## src/rtl/hazard_stall_controller_if.sv

```systemverilog
// Bundle of decode, EX, MEM and control signals around the hazard/stall controller.
// The pipeline side uses the master modport. The controller uses the slave modport.
interface hazard_stall_controller_if;
  // decode stage
  logic [4:0]  id_rs_num;
  logic [4:0]  id_src2_num;
  logic        id_complex;
  logic [3:0]  id_rs1_c;
  logic [3:0]  id_rs2_c;
  logic [3:0]  id_src3_c;
  logic [3:0]  id_src4_c;
  logic        id_flow_change;
  logic        id_halted;
  // execute stage
  logic        ex_is_load;
  logic        ex_reg_write_en;
  logic [4:0]  ex_write_register;
  logic        ex_complex;
  logic [3:0]  ex_write_c;
  logic [3:0]  ex_write_c2;
  // memory stage / cache
  logic        mem_cache_en;
  logic        mem_ready;
  // controls back to the pipeline
  logic        is_hazard_detected;
  logic        pc_write_en;
  logic        if_id_write_en;
  logic        if_id_flush;
  logic        id_ex_bubble;
  logic        pipe_freeze;
  logic        halted_out;
  logic        mem_timeout_err;
  logic [31:0] stall_cycles;
  logic [31:0] flush_count;

  modport master (
    output id_rs_num, id_src2_num, id_complex, id_rs1_c, id_rs2_c, id_src3_c, id_src4_c,
           id_flow_change, id_halted, ex_is_load, ex_reg_write_en, ex_write_register,
           ex_complex, ex_write_c, ex_write_c2, mem_cache_en, mem_ready,
    input  is_hazard_detected, pc_write_en, if_id_write_en, if_id_flush, id_ex_bubble,
           pipe_freeze, halted_out, mem_timeout_err, stall_cycles, flush_count
  );

  modport slave (
    input  id_rs_num, id_src2_num, id_complex, id_rs1_c, id_rs2_c, id_src3_c, id_src4_c,
           id_flow_change, id_halted, ex_is_load, ex_reg_write_en, ex_write_register,
           ex_complex, ex_write_c, ex_write_c2, mem_cache_en, mem_ready,
    output is_hazard_detected, pc_write_en, if_id_write_en, if_id_flush, id_ex_bubble,
           pipe_freeze, halted_out, mem_timeout_err, stall_cycles, flush_count
  );
endinterface

```

## src/rtl/hazard_stall_controller.sv

```systemverilog
// Hazard and stall sequencer for the IF/ID/EX pipeline.
// It detects load-use hazards, freezes the pipeline on cache misses,
// flushes IF/ID on redirects and holds a sticky halt.
// Optional macro HAZARD_PERF_CNT_EN enables the stall_cycles and flush_count counters.
// When the macro is undefined, both counters read 0 and no counter flops exist.
module hazard_stall_controller #(
  parameter int LOAD_USE_CYCLES = 1,   // bubbles per load-use hazard (1..15)
  parameter int MEM_TIMEOUT     = 255  // MEM_WAIT cycles before timeout error (1..255)
) (
  input logic                      clk,
  input logic                      rst_n,
  hazard_stall_controller_if.slave bus
);

  typedef enum logic [1:0] {RUN, LOAD_STALL, MEM_WAIT, HALT} state_t;

  localparam logic [3:0] LOAD_INIT = 4'(LOAD_USE_CYCLES - 1);
  localparam logic [7:0] TIMEOUT   = 8'(MEM_TIMEOUT);

  state_t     state_reg, state_next;
  logic [3:0] load_cnt_reg, load_cnt_next;   // remaining bubbles, kept across a MEM_WAIT
  logic [7:0] wait_cnt_reg, wait_cnt_next;   // MEM_WAIT cycle index, saturating
  logic       err_reg, err_next;

  logic is_hazard_detected, pc_write_en, if_id_write_en;
  logic if_id_flush, id_ex_bubble, pipe_freeze;

  logic mem_miss;
  logic scalar_hit;
  logic complex_hit;
  logic load_use_hit;

  // Complex sources: rs1/rs2 are always compared, src3/src4 only when nonzero.
  logic [3:0] c_src [4];
  logic [3:0] c_match;

  assign c_src[0] = bus.id_rs1_c;
  assign c_src[1] = bus.id_rs2_c;
  assign c_src[2] = bus.id_src3_c;
  assign c_src[3] = bus.id_src4_c;

  genvar gi;
  generate
    for (gi = 0; gi < 4; gi++) begin : g_cmatch
      localparam bit ALWAYS_USED = (gi < 2);
      assign c_match[gi] = (ALWAYS_USED || (c_src[gi] != 4'd0)) &&
                           ((c_src[gi] == bus.ex_write_c) || (c_src[gi] == bus.ex_write_c2));
    end
  endgenerate

  assign mem_miss    = bus.mem_cache_en && !bus.mem_ready;
  assign scalar_hit  = !bus.ex_complex && !bus.id_complex &&
                       (bus.ex_write_register != 5'd0) &&
                       ((bus.ex_write_register == bus.id_rs_num) ||
                        (bus.ex_write_register == bus.id_src2_num));
  assign complex_hit = bus.ex_complex && bus.id_complex && (|c_match);
  assign load_use_hit = bus.ex_is_load && bus.ex_reg_write_en && (scalar_hit || complex_hit);

  // State, counters and sticky timeout error. Reset is asynchronous.
  always_ff @(posedge clk or negedge rst_n) begin
    if (!rst_n) begin
      state_reg    <= RUN;
      load_cnt_reg <= 4'd0;
      wait_cnt_reg <= 8'd0;
      err_reg      <= 1'b0;
    end else begin
      state_reg    <= state_next;
      load_cnt_reg <= load_cnt_next;
      wait_cnt_reg <= wait_cnt_next;
      err_reg      <= err_next;
    end
  end

  // Next-state and pipeline controls. A miss always wins over hazards. Redirect and halt only act in RUN.
  always_comb begin
    state_next         = state_reg;
    load_cnt_next      = load_cnt_reg;
    wait_cnt_next      = wait_cnt_reg;
    is_hazard_detected = 1'b0;
    pc_write_en        = 1'b1;
    if_id_write_en     = 1'b1;
    if_id_flush        = 1'b0;
    id_ex_bubble       = 1'b0;
    pipe_freeze        = 1'b0;

    unique case (state_reg)
      RUN: begin
        if (mem_miss) begin
          pipe_freeze    = 1'b1;
          pc_write_en    = 1'b0;
          if_id_write_en = 1'b0;
          state_next     = MEM_WAIT;
          wait_cnt_next  = 8'd1;
          load_cnt_next  = 4'd0;
        end else if (load_use_hit) begin
          is_hazard_detected = 1'b1;
          id_ex_bubble       = 1'b1;
          pc_write_en        = 1'b0;
          if_id_write_en     = 1'b0;
          if (LOAD_USE_CYCLES > 1) begin
            state_next    = LOAD_STALL;
            load_cnt_next = LOAD_INIT;
          end
        end else if (bus.id_flow_change) begin
          if_id_flush = 1'b1;
        end else if (bus.id_halted) begin
          pc_write_en    = 1'b0;
          if_id_write_en = 1'b0;
          state_next     = HALT;
        end
      end

      LOAD_STALL: begin
        if (mem_miss) begin
          // The load count is left untouched so the bubbles resume after the miss.
          pipe_freeze    = 1'b1;
          pc_write_en    = 1'b0;
          if_id_write_en = 1'b0;
          state_next     = MEM_WAIT;
          wait_cnt_next  = 8'd1;
        end else begin
          is_hazard_detected = 1'b1;
          id_ex_bubble       = 1'b1;
          pc_write_en        = 1'b0;
          if_id_write_en     = 1'b0;
          if (load_cnt_reg <= 4'd1) begin
            state_next    = RUN;
            load_cnt_next = 4'd0;
          end else begin
            load_cnt_next = load_cnt_reg - 4'd1;
          end
        end
      end

      MEM_WAIT: begin
        // The freeze drops in the completion cycle. PC and IF/ID stay held until the next state.
        pc_write_en    = 1'b0;
        if_id_write_en = 1'b0;
        if (bus.mem_ready) begin
          state_next = (load_cnt_reg != 4'd0) ? LOAD_STALL : RUN;
        end else begin
          pipe_freeze = 1'b1;
          if (wait_cnt_reg < TIMEOUT) begin
            wait_cnt_next = wait_cnt_reg + 8'd1;
          end
        end
      end

      HALT: begin
        pc_write_en    = 1'b0;
        if_id_write_en = 1'b0;
        id_ex_bubble   = 1'b1;
      end

      default: state_next = RUN;
    endcase

    err_next = err_reg || ((state_next == MEM_WAIT) && (wait_cnt_next >= TIMEOUT));
  end

  assign bus.is_hazard_detected = is_hazard_detected;
  assign bus.pc_write_en        = pc_write_en;
  assign bus.if_id_write_en     = if_id_write_en;
  assign bus.if_id_flush        = if_id_flush;
  assign bus.id_ex_bubble       = id_ex_bubble;
  assign bus.pipe_freeze        = pipe_freeze;
  assign bus.halted_out         = (state_reg == HALT);
  assign bus.mem_timeout_err    = err_reg;

`ifdef HAZARD_PERF_CNT_EN
  logic [31:0] stall_cycles_reg;
  logic [31:0] flush_count_reg;

  // Wrapping counters: stalled cycles outside HALT, and IF/ID flushes.
  always_ff @(posedge clk or negedge rst_n) begin
    if (!rst_n) begin
      stall_cycles_reg <= 32'd0;
      flush_count_reg  <= 32'd0;
    end else begin
      if (!pc_write_en && (state_reg != HALT)) begin
        stall_cycles_reg <= stall_cycles_reg + 32'd1;
      end
      if (if_id_flush) begin
        flush_count_reg <= flush_count_reg + 32'd1;
      end
    end
  end

  assign bus.stall_cycles = stall_cycles_reg;
  assign bus.flush_count  = flush_count_reg;
`else
  assign bus.stall_cycles = 32'd0;
  assign bus.flush_count  = 32'd0;
`endif

endmodule
```

## src/flat_wrapper.sv

```systemverilog
// flat-port wrapper written by rule: the top's interface ports become plain ports
module hazard_stall_controller_flat 
#(
  parameter int LOAD_USE_CYCLES = 1,                                         
  parameter int MEM_TIMEOUT     = 255                                                  
)
  (clk, rst_n, bus_id_rs_num, bus_id_src2_num, bus_id_complex, bus_id_rs1_c, bus_id_rs2_c, bus_id_src3_c, bus_id_src4_c, bus_id_flow_change, bus_id_halted, bus_ex_is_load, bus_ex_reg_write_en, bus_ex_write_register, bus_ex_complex, bus_ex_write_c, bus_ex_write_c2, bus_mem_cache_en, bus_mem_ready, bus_is_hazard_detected, bus_pc_write_en, bus_if_id_write_en, bus_if_id_flush, bus_id_ex_bubble, bus_pipe_freeze, bus_halted_out, bus_mem_timeout_err, bus_stall_cycles, bus_flush_count);
  hazard_stall_controller_if bus_i ();
  input logic clk;
  input logic rst_n;
  input wire logic [$bits(bus_i.id_rs_num)-1:0] bus_id_rs_num;
  input wire logic [$bits(bus_i.id_src2_num)-1:0] bus_id_src2_num;
  input wire logic [$bits(bus_i.id_complex)-1:0] bus_id_complex;
  input wire logic [$bits(bus_i.id_rs1_c)-1:0] bus_id_rs1_c;
  input wire logic [$bits(bus_i.id_rs2_c)-1:0] bus_id_rs2_c;
  input wire logic [$bits(bus_i.id_src3_c)-1:0] bus_id_src3_c;
  input wire logic [$bits(bus_i.id_src4_c)-1:0] bus_id_src4_c;
  input wire logic [$bits(bus_i.id_flow_change)-1:0] bus_id_flow_change;
  input wire logic [$bits(bus_i.id_halted)-1:0] bus_id_halted;
  input wire logic [$bits(bus_i.ex_is_load)-1:0] bus_ex_is_load;
  input wire logic [$bits(bus_i.ex_reg_write_en)-1:0] bus_ex_reg_write_en;
  input wire logic [$bits(bus_i.ex_write_register)-1:0] bus_ex_write_register;
  input wire logic [$bits(bus_i.ex_complex)-1:0] bus_ex_complex;
  input wire logic [$bits(bus_i.ex_write_c)-1:0] bus_ex_write_c;
  input wire logic [$bits(bus_i.ex_write_c2)-1:0] bus_ex_write_c2;
  input wire logic [$bits(bus_i.mem_cache_en)-1:0] bus_mem_cache_en;
  input wire logic [$bits(bus_i.mem_ready)-1:0] bus_mem_ready;
  output wire logic [$bits(bus_i.is_hazard_detected)-1:0] bus_is_hazard_detected;
  output wire logic [$bits(bus_i.pc_write_en)-1:0] bus_pc_write_en;
  output wire logic [$bits(bus_i.if_id_write_en)-1:0] bus_if_id_write_en;
  output wire logic [$bits(bus_i.if_id_flush)-1:0] bus_if_id_flush;
  output wire logic [$bits(bus_i.id_ex_bubble)-1:0] bus_id_ex_bubble;
  output wire logic [$bits(bus_i.pipe_freeze)-1:0] bus_pipe_freeze;
  output wire logic [$bits(bus_i.halted_out)-1:0] bus_halted_out;
  output wire logic [$bits(bus_i.mem_timeout_err)-1:0] bus_mem_timeout_err;
  output wire logic [$bits(bus_i.stall_cycles)-1:0] bus_stall_cycles;
  output wire logic [$bits(bus_i.flush_count)-1:0] bus_flush_count;
  assign bus_i.id_rs_num = bus_id_rs_num;
  assign bus_i.id_src2_num = bus_id_src2_num;
  assign bus_i.id_complex = bus_id_complex;
  assign bus_i.id_rs1_c = bus_id_rs1_c;
  assign bus_i.id_rs2_c = bus_id_rs2_c;
  assign bus_i.id_src3_c = bus_id_src3_c;
  assign bus_i.id_src4_c = bus_id_src4_c;
  assign bus_i.id_flow_change = bus_id_flow_change;
  assign bus_i.id_halted = bus_id_halted;
  assign bus_i.ex_is_load = bus_ex_is_load;
  assign bus_i.ex_reg_write_en = bus_ex_reg_write_en;
  assign bus_i.ex_write_register = bus_ex_write_register;
  assign bus_i.ex_complex = bus_ex_complex;
  assign bus_i.ex_write_c = bus_ex_write_c;
  assign bus_i.ex_write_c2 = bus_ex_write_c2;
  assign bus_i.mem_cache_en = bus_mem_cache_en;
  assign bus_i.mem_ready = bus_mem_ready;
  assign bus_is_hazard_detected = bus_i.is_hazard_detected;
  assign bus_pc_write_en = bus_i.pc_write_en;
  assign bus_if_id_write_en = bus_i.if_id_write_en;
  assign bus_if_id_flush = bus_i.if_id_flush;
  assign bus_id_ex_bubble = bus_i.id_ex_bubble;
  assign bus_pipe_freeze = bus_i.pipe_freeze;
  assign bus_halted_out = bus_i.halted_out;
  assign bus_mem_timeout_err = bus_i.mem_timeout_err;
  assign bus_stall_cycles = bus_i.stall_cycles;
  assign bus_flush_count = bus_i.flush_count;
  hazard_stall_controller #(.LOAD_USE_CYCLES(LOAD_USE_CYCLES), .MEM_TIMEOUT(MEM_TIMEOUT)) u_core (.clk(clk), .rst_n(rst_n), .bus(bus_i));
endmodule
```

## config.mk

```make
export PLATFORM = sky130hd
export DESIGN_NAME = hazard_stall_controller_flat
export DESIGN_NICKNAME = d
export VERILOG_FILES = /design/src/rtl/hazard_stall_controller_if.sv /design/src/rtl/hazard_stall_controller.sv /design/src/flat_wrapper.sv
export SDC_FILE = /design/constraint.sdc
export NUM_CORES = 1
export LEC_CHECK = 0
export CORE_MARGIN = 4
export CORE_UTILIZATION = 41
export CTS_CLUSTER_SIZE = 8
export DETAILED_ROUTE_END_ITERATION = 12
export HOLD_SLACK_MARGIN = 0.1
export PLACE_DENSITY = 0.95
export SLEW_MARGIN = 20
export SYNTH_ARGS = -nofsm -noshare
export SYNTH_HDL_FRONTEND = slang
export SYNTH_SLANG_ARGS = --single-unit
```

## constraint.sdc

```tcl
create_clock -name clk -period 5.5 [get_ports clk]
set_clock_uncertainty 0.15 [all_clocks]
set_input_delay 1.1 -clock clk [delete_from_list [all_inputs] [get_ports clk]]
set_output_delay 1.1 -clock clk [all_outputs]
set_load 0.02 [all_outputs]
```

==> impl_metrics.ini <==
[outcome]
status = complete, no violations

[synthesis]
netlist_area_um2 = 2021
synth_seq_cells = 15
synth-edff-count = 0
avgSynthCellArea_um2 = 8.214
ys_seq_area_share_pct = 18.58
synthTopCellsByArea = buf_4 25%, xor2_1 19%, dfrtp_1 19%
netlist.area_leader.share_pct = 24.52
synth_ff_type = dfrtp_1
yosysWarnings = 0
ys_async_sr_fraction_pct = 100.0
yosysTopAreaCell = buf_4
synth.top_cells.by_count = 66 x buf_4, 44 x xor2_1, 15 x dfrtp_1, 15 x nor2_1, 10 x nor4_1
synth_cells = 246
ys_types = 46
synth.most_common_cell = buf_4

[place]
port_buffers = 56
hpwl_um = 3832
placedCellCount = 362
globalplace.congestion = 0.8414
placed_cell_area_um2 = 2385

[drt]
vias = 1718
route.detailed.drc = 0
antenna_left = 0
wl_um = 4488
via_per_inst = 4.694
drt-initial-drc-count = 69
routedWlPerCell_um = 12.26
drtPass1Iterations = 4

[global_routing]
grt_pass1_vias = 1672
grt_pass1_wl_um = 7182
antenna_found_initial = 0
grtUsageTotal_pct = 14.13
grt_overflow = 0
grt_start_max_net_pins = 16

[cts]
clockBufferDepth = 2
path_clk_slew_ns = 0.06
htree_levels = 1
cts_root_buf = clkbuf_8
clock-sinks = 15
clkLatencyLatePin_ns = 0.25
postCtsSetupBuffers = 0
cts_buffers = 3
cts_tree = done
holdBufCountCts = 0
cts_resized = 0

[power]
swShare_pct = 44.90
power_frac_clock_pct = 14.7
comb_power_share_pct = 55.0
internal_power_uw = 335.5
ir_drop_uv = 128.7
finalPower_uw = 609.0
power_frac_seq_pct = 30.3
p_switching_uw = 273.4
power.density_nw_per_um2 = 250.5
p_leak_uw = 0.001093

[sta]
slew_violations = 0
setup_viol = 0
finalHoldViolCount = 0
fin_crit_sh_pct = 88.96
slew_headroom_pct = 54.88
fin_crit_ns = 4.893
finalSetupTns_ns = 0
rsz0062_at_grt = no
worst_slew_pin_slew_ns = 0.6746
fmax_ghz = 0.2044

[cells_and_area]
largest_reg_flops = 8
antenna_cells = 0
design_area_um2 = 2431
drive_gt1_share_pct = 2.676
nFillCells = 432
final_cells = 366
nets = 353
fin_util_pct = 51.13
area_delta_synth_final_pct = 20.31

[die]
die_area_um2 = 6116
fp.coreArea_um2 = 4755
rows = 25
die_w_um = 78.21
start_util_pct = 42.50
dieHeight_um = 78.21
io_pins = 121

[setup_path]
startpoint = bus_ex_write_c[2]
path_class = primary input to output pin
endpoint_kind = output pin
rr_worst_depth = 6
cp-start-kind = primary input
path_cells = clkdlybuf4s50_1, xor2_1, nor4_1, nor4_1, a21oi_1, nor3_1, clkdlybuf4s50_1
cp_max_fo = 6
regToRegSetupSlack_ns = 3.11
worstPathRequired_ns = 4.25
critPathMaxStageDelay_ns = 0.68
cp_slowest_cell = clkdlybuf4s50_1
cp.arrival_ns = 3.64
rr_startpoint = u_core.wait_cnt_reg[0]

[min_path]
min_path_cells = 1
hold_path_class = register to register
min_from = u_core.bus.mem_timeout_err

[run]
cap_violations = 0
-- placed cells by master (no fill, tap or decap), types with 4 or more instances in the layout --
| cell | synthesis | final |
|---|---|---|
| clkdlybuf4s50_1 | 0 | 56 |
| inv_1 | 5 | 5 |
| nand3_1 | 6 | 6 |
| a21oi_1 | 4 | 4 |
| nor3_1 | 8 | 8 |
| xor2_1 | 44 | 44 |
| nand2b_1 | 5 | 5 |
| nor2_1 | 15 | 15 |
| ha_1 | 4 | 4 |
| o21ai_0 | 7 | 7 |
| mux2i_1 | 5 | 5 |
| conb_1 | 1 | 64 |
| dfrtp_1 | 15 | 15 |
| o21ai_1 | 5 | 5 |
| nand2_1 | 5 | 5 |
| nor4_1 | 10 | 10 |
-- per-stage QoR --
| stage | setup WS (ns) | hold WS [ns] |
|---|---|---|
| 6_report | 0.6070 | 0.3235 |
| 5_1_grt | 0.4521 | 0.3775 |
| 4_1_cts | 0.6578 | 0.3299 |
| 3_5_place_dp | 0.6614 | 0.3163 |
| 3_3_place_gp | 0.7185 | 0.3076 |
| 2_1_floorplan | 1.527 | 0.3197 |
-- cells by family after synthesis --
logic type / after synthesis / share of synthesized area [%]
buf+inv: 76 / 26.87
simple gates: 67 / 18.95
xor+xnor: 45 / 19.50
compound gates: 33 / 10.96
flops: 15 / 18.58
mux: 5 / 2.477
fa+ha+maj: 4 / 2.477
other cells: 1 / 0.1856
-- critical path: cells and delay by family --
family	cells	cell delay (ns)
and+or+nand+nor	3	0.82
buffers and inverters	2	1.28
xor gates and xnor gates	1	0.19
AOI/OAI and AO/OA	1	0.25
-- routing by layer --
layer  track usage, %  routed length [um]  vias up
met5                0                   0        -
met4            4.545                  85        0
met3            4.702                 456       10
met2            26.20                2302      103
met1            14.94                1644      779
li1                 -                   -      826
-- layout make-up --
type | count | area [um^2] | share of cell area [%]
well taps | 67 | 83.83 | 3.448
inverters | 5 | 18.77 | 0.7720
clock inverters | 1 | 5.005 | 0.2059
multi-input cells | 218 | 1339 | 55.07
repair buffers | 57 | 568.0 | 23.37
clock buffers | 3 | 41.29 | 1.698
flip-flops and latches | 15 | 375.4 | 15.44
-- power by group through the flow --
| stage | registers [uW] | clock network (uW) | logic (uW) |
|---|---|---|---|
| finish | 185 | 89.5 | 335 |
| global route | 192 | 99.2 | 370 |
| floorplan | 164 | 0 | 279 |
| global placement | 182 | 0 | 317 |
| CTS | 183 | 94.9 | 334 |
| detailed placement | 185 | 0 | 333 |
-- final timing paths --
check | end
min in group asynchronous | u_core.wait_cnt_reg[0]
max in group asynchronous | u_core.wait_cnt_reg[2]
min | u_core.bus.mem_timeout_err
max reg2reg | u_core.bus.mem_timeout_err
max | bus_if_id_write_en
min reg2reg | u_core.bus.mem_timeout_err
(Power assumes the default switching activity.)
